===== src/rtl/imm_encoder.sv =====
// imm_encoder: packs a format code, register/function fields and a 32-bit
// signed immediate into an RV32I instruction word. Illegal immediates or
// formats are rejected with an error pulse. An out-of-range `li` (ADDI from x0)
// can be expanded into a LUI+ADDI pair. Each emitted word gets the next
// sequential word address, starting at BASE_ADDR.
//
// Ports:
//   clk, rstn                  clock, async active-low reset
//   in_valid/in_ready          request handshake
//   fmt                        one-hot format: SHAMT,I,S,B,U,J (bit 5..0)
//   opcode,rd,rs1,rs2,funct3,funct7,imm  request fields
//   out_valid/out_ready        output handshake
//   out_instr, out_addr        encoded word and its address
//   err_valid                  one-cycle pulse per rejected request
//   err_cnt                    saturating count of rejected requests
module imm_encoder #(
  parameter logic [31:0] BASE_ADDR = 32'h0000_0000,
  parameter bit          LI_EXPAND = 1'b1
) (
  input  logic        clk,
  input  logic        rstn,
  input  logic        in_valid,
  output logic        in_ready,
  input  logic [5:0]  fmt,
  input  logic [6:0]  opcode,
  input  logic [4:0]  rd,
  input  logic [4:0]  rs1,
  input  logic [4:0]  rs2,
  input  logic [2:0]  funct3,
  input  logic [6:0]  funct7,
  input  logic [31:0] imm,
  output logic        out_valid,
  input  logic        out_ready,
  output logic [31:0] out_instr,
  output logic [31:0] out_addr,
  output logic        err_valid,
  output logic [7:0]  err_cnt
);

  localparam logic [5:0] F_SHAMT = 6'b100000;
  localparam logic [5:0] F_I     = 6'b010000;
  localparam logic [5:0] F_S     = 6'b001000;
  localparam logic [5:0] F_B     = 6'b000100;
  localparam logic [5:0] F_U     = 6'b000010;
  localparam logic [5:0] F_J     = 6'b000001;

  localparam logic [6:0] OP_IMM = 7'b0010011;
  localparam logic [6:0] OP_LUI = 7'b0110111;

  typedef enum logic {IDLE, EMIT_LO} state_t;
  state_t state, state_d;

  logic [11:0] lo_q;
  logic [4:0]  rd_q;

  logic        out_fire, accept;
  logic        i_ok, sh_ok, b_ok, u_ok, j_ok;
  logic        is_li, bad;
  logic [19:0] hi;
  logic [31:0] word;

  assign out_fire = out_valid && out_ready;
  assign in_ready = (state == IDLE) && (!out_valid || out_ready);
  assign accept   = in_valid && in_ready;

  // Range checks: a signed value fits in N bits when all bits above N-1 match.
  assign i_ok  = (imm[31:11] == {21{imm[31]}});
  assign sh_ok = (imm[31:5] == 27'd0);
  assign b_ok  = (imm[31:12] == {20{imm[31]}}) && !imm[0];
  assign u_ok  = (imm[11:0] == 12'd0);
  assign j_ok  = (imm[31:20] == {12{imm[31]}}) && !imm[0];

  assign is_li = LI_EXPAND && (fmt == F_I) && (opcode == OP_IMM) &&
                 (funct3 == 3'b000) && (rs1 == 5'd0) && !i_ok;

  // Upper part rounds so that the sign-extended low 12 bits add back to imm:
  // (imm + 0x800) >> 12, where the carry out of bit 11 is just imm[11].
  assign hi = imm[31:12] + {19'd0, imm[11]};

  always_comb begin
    word = 32'd0;
    bad  = 1'b0;
    case (fmt)
      F_SHAMT: begin
        word = {funct7, imm[4:0], rs1, funct3, rd, opcode};
        bad  = !sh_ok;
      end
      F_I: begin
        if (is_li) word = {hi, rd, OP_LUI};
        else       word = {imm[11:0], rs1, funct3, rd, opcode};
        bad = !i_ok && !is_li;
      end
      F_S: begin
        word = {imm[11:5], rs2, rs1, funct3, imm[4:0], opcode};
        bad  = !i_ok;
      end
      F_B: begin
        word = {imm[12], imm[10:5], rs2, rs1, funct3, imm[4:1], imm[11], opcode};
        bad  = !b_ok;
      end
      F_U: begin
        word = {imm[31:12], rd, opcode};
        bad  = !u_ok;
      end
      F_J: begin
        word = {imm[20], imm[10:1], imm[11], imm[19:12], rd, opcode};
        bad  = !j_ok;
      end
      default: bad = 1'b1;  // zero or multiple bits set
    endcase
  end

  always_comb begin
    state_d = state;
    case (state)
      IDLE:    if (accept && is_li && (imm[11:0] != 12'd0)) state_d = EMIT_LO;
      EMIT_LO: if (out_fire) state_d = IDLE;
      default: state_d = IDLE;
    endcase
  end

  always_ff @(posedge clk or negedge rstn) begin
    if (!rstn) state <= IDLE;
    else       state <= state_d;
  end

  always_ff @(posedge clk or negedge rstn) begin
    if (!rstn) begin
      out_valid <= 1'b0;
      out_instr <= 32'd0;
      out_addr  <= BASE_ADDR;
      err_valid <= 1'b0;
      err_cnt   <= 8'd0;
      lo_q      <= 12'd0;
      rd_q      <= 5'd0;
    end else begin
      err_valid <= 1'b0;
      // out_addr tracks the address of the word currently (or next) presented.
      if (out_fire) out_addr <= out_addr + 32'd4;
      if (state == EMIT_LO) begin
        // LUI is still presented; swap in the ADDI once it is taken.
        if (out_fire) out_instr <= {lo_q, rd_q, 3'b000, rd_q, OP_IMM};
      end else if (accept) begin
        if (bad) begin
          err_valid <= 1'b1;
          if (err_cnt != 8'hFF) err_cnt <= err_cnt + 8'd1;
          if (out_fire) out_valid <= 1'b0;
        end else begin
          out_valid <= 1'b1;
          out_instr <= word;
          lo_q      <= imm[11:0];
          rd_q      <= rd;
        end
      end else if (out_fire) begin
        out_valid <= 1'b0;
      end
    end
  end

endmodule


===== config.mk =====
export PLATFORM = sky130hd
export DESIGN_NAME = imm_encoder
export DESIGN_NICKNAME = d
export VERILOG_FILES = /design/src/rtl/imm_encoder.sv
export SDC_FILE = /design/constraint.sdc
export NUM_CORES = 1
export LEC_CHECK = 0
export BUFFER_PORTS_ARGS = -buffer_cell sky130_fd_sc_hd__buf_2
export CAP_MARGIN = 40
export CORE_MARGIN = 2
export CORE_UTILIZATION = 43
export DETAILED_ROUTE_END_ITERATION = 8
export GPL_ROUTABILITY_DRIVEN = 0
export MAX_ROUTING_LAYER = met4
export PLACE_DENSITY = 0.68
export SETUP_SLACK_MARGIN = 0.2
export SYNTH_ARGS = -nofsm -noshare
export SYNTH_HDL_FRONTEND = slang
export SYNTH_SLANG_ARGS = --single-unit

===== constraint.sdc =====
create_clock -name clk -period 4.4 [get_ports clk]
set_input_delay 0.88 -clock clk [delete_from_list [all_inputs] [get_ports clk]]
set_output_delay 0.88 -clock clk [all_outputs]
set_load 0.01 [all_outputs]

==> After elaboration in Yosys (flattened, before gate mapping) <==
Index checks and enable logic that the tools add are counted.
{ "word_totals": {"register_bits": 92, "word_cells": 72} }
{ "op_classes": {"n_addsub": 3, "n_eq_ne": 13, "mux": 16, "bitwise_logic": 2, "n_reduce_logical": 30} }
{ "ops": {"columns": ["op", "n"], "rows": [
  ["case mux 32 bit (6 select lines)", 1],
  ["2-to-1 mux 32 bit", 5],
  ["adder 32 x 3 -> 32 bit, second input constant", 1],
  ["logical NOT 27 bit", 1],
  ["adder 20 x 1 -> 20 bit", 1],
  ["== test 20 bit", 1],
  ["== test 19 bit", 1],
  ["logical AND 1 bit", 12],
  ["logical NOT 12 bit", 1],
  ["nonzero test 12 bit", 1],
  ["== test 11 bit", 1],
  ["adder 8 x 1 -> 8 bit, second input constant", 1],
  ["logical NOT 1 bit", 8],
  ["2-to-1 mux 1 bit", 8],
  ["!= test 8 bit, second input constant", 1],
  ["== test 7 x 5 -> 1 bit, second input constant", 1],
  ["== test 6 x 1 -> 1 bit, second input constant", 1],
  ["== test 6 x 2 -> 1 bit, second input constant", 1],
  ["== test 6 x 3 -> 1 bit, second input constant", 1],
  ["== test 6 x 4 -> 1 bit, second input constant", 1],
  ["== test 6 x 5 -> 1 bit, second input constant", 1],
  ["== test 6 bit, second input constant", 1],
  ["case mux 1 bit (6 select lines)", 1],
  ["AND reduction 3 bit", 2],
  ["other kinds (9)", 10]
]} }

==> Logic depth before layout (Yosys ltp) <==
{ "logic_depth": {"word_depth": 11, "ltp_mapped": 12} }

==> Worst setup path before layout <==
Ideal clock, no wire load.
{ "synth_path": {"path_type": "input -> register", "startpoint": "input imm[21]", "endpoint": "register lo_q[0]", "setup_ns": 0.125, "arrival_time_ns": 3.312, "slack_ns": 0.963, "cell_stages": 10, "path_buffers": 3, "cell_sequence": "buf_2 or4_1 or4_1 a22o_1 o21ai_1 nand4_2 or2_1 buf_6 buf_6 mux2_4"} }
{ "synth_between": {"elab_chain_cells": 8} }
{ "synth_lines": {"columns": ["item", "line_no", "text"], "rows": [
  ["start: declaration", "31", "input logic [31:0] imm,"],
  ["== test 20 bit", "67", "assign i_ok = (imm[31:11] == {21{imm[31]}});"],
  ["logical NOT 1 bit", "74, 91, 95", null],
  ["logical AND 1 bit", "74", "(funct3 == 3'b000) && (rs1 == 5'd0) && !i_ok;"],
  ["logical NOT 1 bit", "91", "bad = !i_ok && !is_li;"],
  ["logical AND 1 bit", "91", null],
  ["case mux 1 bit (6 select lines) (*)", "83", "case (fmt)"],
  ["inverter 1 bit (no line) (*)", null, null],
  ["AND reduction 3 bit (no line) (*)", null, null],
  ["end signal: assignment", "151", "lo_q <= imm[11:0];"],
  ["end: declaration", "53", "logic [11:0] lo_q;"]
]} }
Every way passes the cells marked *; elsewhere a longest branch is shown, timed or not.
A chain may end at the register's enable or synchronous reset.

==> Worst setup path in the final report <==
{ "layout_path": {"startpoint": "input fmt[3]", "endpoint": "register out_instr[20]"} }
{ "layout_between": {"elab_chain_cells": 10} }
{ "layout_lines": {"columns": ["item", "line_no", "text"], "rows": [
  ["start: declaration", "24", "input logic [5:0] fmt,"],
  ["== test 6 x 5 -> 1 bit", "73, 83", null],
  ["logical AND 1 bit (2 in a row)", "73", "assign is_li = LI_EXPAND && (fmt == F_I) && (opcode == OP_IMM) &&"],
  ["logical AND 1 bit (2 in a row)", "74", null],
  ["2-to-1 mux 32 bit or logical NOT 1 bit (tied branches)", "89, 91", null],
  ["case mux 32 bit (6 select lines) or logical AND 1 bit (tied branches)", "83, 91", null],
  ["2-to-1 mux 32 bit or case mux 1 bit (6 select lines) (tied branches)", "144, 83", null],
  ["2-to-1 mux 32 bit or != test 2 bit (tied branches)", null, null],
  ["2-to-1 mux 32 bit or AND reduction 3 bit (tied branches)", null, null],
  ["end signal: assignment", "142", "if (out_fire) out_instr <= {lo_q, rd_q, 3'b000, rd_q, OP_IMM};"],
  ["end signal: assignment", "150", "out_instr <= word;"],
  ["end: declaration", "34", "output logic [31:0] out_instr,"]
]} }
Several ways; a longest one is shown, not always the timed one. The select of a mux whose other input is x is not followed.

==> results.yml <==
grt:
  grt_pass1_wl_mm: 25.1
  grt_overflow: 0
  grt_max_degree: 65
  antenna_found_initial: 1
  grt_pass1_vias: 4808
  track_usage_pct: 24.9
floorplanning:
  core_um2: 12100
  dieArea_um2: 13400
  fp-row-count: 40
  die_h_um: 116
  pin_count: 149
  initial_core_util_pct: 44.5
  fp.dieW_um: 116
flow_run:
  max-cap-violations: 0
synthesis:
  netlist-cell-type-count: 63
  syn_avg_cell_area_um2: 9.38
  yosys-top-cells-area: "dfrtp_1, xnor2_1, o211ai_1, nand2_1, mux2_4"
  synthCells: 574
  yosysTopAreaCell: "dfrtp_1"
  synth-edff-count: 0
  netlist_area_um2: 5380
  ys_ff_latch: 90
  ys.flop_type: "dfrtp_1"
  yosys_warnings: 0
  async_flop_share_pct: 100
  synth_seq_area_share_pct: 41.8
  synth_top_area_share_pct: 41.8
clock_network:
  clkSinkCount: 90
  h-tree-depth: 3
  cts_tree: "yes"
  clk_pin_slew_ns: 0.06
  cts_setup_buffers: 0
  insertion_delay_ns: 0.34
  clockBufferDepth: 2
  hold_buffers: 0
  numCtsBuffers: 9
  root_buffer: "clkbuf_16"
  cts.repair.resized: 0
critical_path:
  criticalPathCategory: "input port to register"
  critPathLaunchType: "input port"
  critPathMaxStageDelay_ns: 0.58
  cp.depth: 9
  r2r.worst_path.cells: 8
  crit_top_cell: "or2_1"
  crit_path_end_kind: "register"
  path_buf_inv: 2
  critPathTopFamily: "simple AND/OR/NAND/NOR gates"
  setup.worst_path.start: "fmt[3]"
  r2r_slack_ns: 2.00
  crit_required_ns: 4.62
  critical_path.max_fanout: 31
  arrival_ns: 3.86
  r2r_start: "out_addr[2]"
  cp_cell_sequence: "buf_2 > or4_1 > nor3b_2 > or2_1 > or2_1 > nand4_2 > buf_4 > o21ai_2 > mux2_2"
  r2r_end: "out_addr[28]"
  endpoint: "out_instr[20]"
  cpMaxStageDelayCell: "or4_1"
cells_and_area:
  area_growth_pct: 21.8
  nets: 787
  drive_gt1_share_pct: 28.1
timing:
  clock.fmax_ghz: 0.275
  grt_setup_unrepaired: "false"
  hold_viol: 0
  finalMaxSlewViolations: 0
  fin_crit_sh_pct: 82.5
  tns_ns: 0
  worst_pin_slew_ns: 0.813
  relSlewSlack_pct: 45.6
  period_needed_ns: 3.63
  worst_slack_ns: 0.770
  setup_viol: 0
  fin_skew_ns: 0.00632
detailed_routing:
  wl_per_cell_um: 18.1
  first_pass_iters: 5
  drc: 0
  drtIter0Drc: 547
  via_count: 5108
  antenna_left: 0
  viasPerCell: 5.79
  wl_mm: 15.9
placed_design:
  post-dp-hpwl_mm: 12.1
  pre_cts_slack_ns: 0.479
  portBuffers: 146
run_status:
  status: "finished clean"
power_and_ir_drop:
  powerDensity_nw_per_um2: 353
  p_leak_uw: 0.00306
  peakVddDrop_uv: 238
  p_total_uw: 2310
hold_path:
  hp-class: "input port to async pin"
[synthesized netlist by cell type (3+ instances only)]
| library cell | number |
|---|---|
| o21ai_0 | 28 |
| a22oi_1 | 12 |
| inv_1 | 15 |
| mux2_4 | 10 |
| or4_1 | 8 |
| nand4_1 | 19 |
| or3_1 | 6 |
| a211oi_1 | 4 |
| mux2_2 | 3 |
| clkbuf_1 | 24 |
| a221oi_1 | 4 |
| nor3_1 | 8 |
| mux2_1 | 6 |
| o31ai_1 | 3 |
| buf_4 | 4 |
| o21ai_1 | 7 |
| xor2_1 | 17 |
| nand3_1 | 20 |
| nor4_1 | 9 |
| and4_1 | 3 |
| mux2i_1 | 8 |
| nor2_1 | 26 |
| dfrtp_1 | 90 |
| a222oi_1 | 5 |
| or2_2 | 7 |
| a21oi_1 | 20 |
| ha_1 | 5 |
| or2_1 | 3 |
| and3_1 | 13 |
| o221ai_1 | 4 |
| nor3b_1 | 3 |
| nand2_1 | 69 |
| and2_1 | 4 |
| buf_2 | 4 |
| o211ai_1 | 35 |
| xnor2_1 | 32 |
[metrics by stage]
stage               utilization, %  std cells  instance area [um2]  hold slack, ns
floorplan                        -        575                 5390           0.456
global placement              51.3        861                 6210           0.456
detailed placement            51.8        865                 6270           0.462
CTS                           54.1        881                 6560           0.350
global route                  54.2        882                 6560           0.354
finish                        54.2        882                 6560           0.353
[kinds of logic after synthesis]
group / Yosys count / synth area share [%]
mux: 27 / 6.16
buf+inv: 49 / 4.07
simple gates: 210 / 20.5
other cells: 1 / 0.0697
compound gates: 143 / 18.3
flops: 90 / 41.8
xor+xnor: 49 / 7.97
fa+ha+maj: 5 / 1.16
[state kept, by name, indices dropped and copies added (netlist names)]
name and count:
out_valid 1, state 1, err_valid 1, out_addr 30, err_cnt 8, rd_q 5
out_instr 32, lo_q 12
[final cells by class]
type                            count  area [um2]
Fill cell                        1126        5550
Multi-Input combinational cell    436        2920
Sequential cell                    90        2250
Timing Repair Buffer              156         838
Clock buffer                        9         225
Tap cell                          168         210
Clock inverter                      7        58.8
Inverter                           15        56.3
Antenna cell                        1        2.50
[metal layers]
layer | vias up | part of all wire (%) | track usage (%) | wire length (um)
met4 | 0 | 2.4 | 8.97 | 386
li1 | 2392 | - | - | -
met5 | - | 0 | - | 0
met1 | 2443 | 44 | 33.6 | 6960
met3 | 30 | 7.7 | 3.97 | 1230
met2 | 243 | 46 | 38.0 | 7370
[worst min-delay path by stage]
stage | startpoint | end | slack, ns | cells past startpoint
2_1_floorplan | lo_q[9] | out_instr[29] | 0.46 | 2
3_3_place_gp | out_addr[31] | out_addr[31] | 0.46 | 1
3_5_place_dp | out_addr[31] | out_addr[31] | 0.46 | 1
4_1_cts | rstn | out_instr[28] | 0.35 | 1
5_1_grt | rstn | out_instr[24] | 0.35 | 1
6_report | rstn | out_instr[24] | 0.35 | 1
[cell usage in the layout (no fill, tap or decap), drive strengths merged, types with 4 or more instances in the layout]
master,n
nor2,26
nor3b,5
mux2i,8
and2,4
ha,5
a221oi,4
or4,8
nand4,20
a211oi,5
nor3,8
o21ai,36
inv,20
a21oi,20
clkbuf,9
and3,13
nand2,69
nor4,9
dfrtp,90
o211ai,35
xnor2,32
nand3,20
a22oi,12
o221ai,4
mux2,19
buf,156
or3,6
xor2,17
a222oi,5
or2,10
[power breakdown]
group | internal (uW) | leakage [uW] | switching (uW)
Clock | 394 | 0.000139 | 344
Combinational | 241 | 0.00173 | 255
Sequential | 966 | 0.00119 | 113
Total | 1600 | 0.00306 | 712
Note: power is estimated with default switching activity, not from simulation.
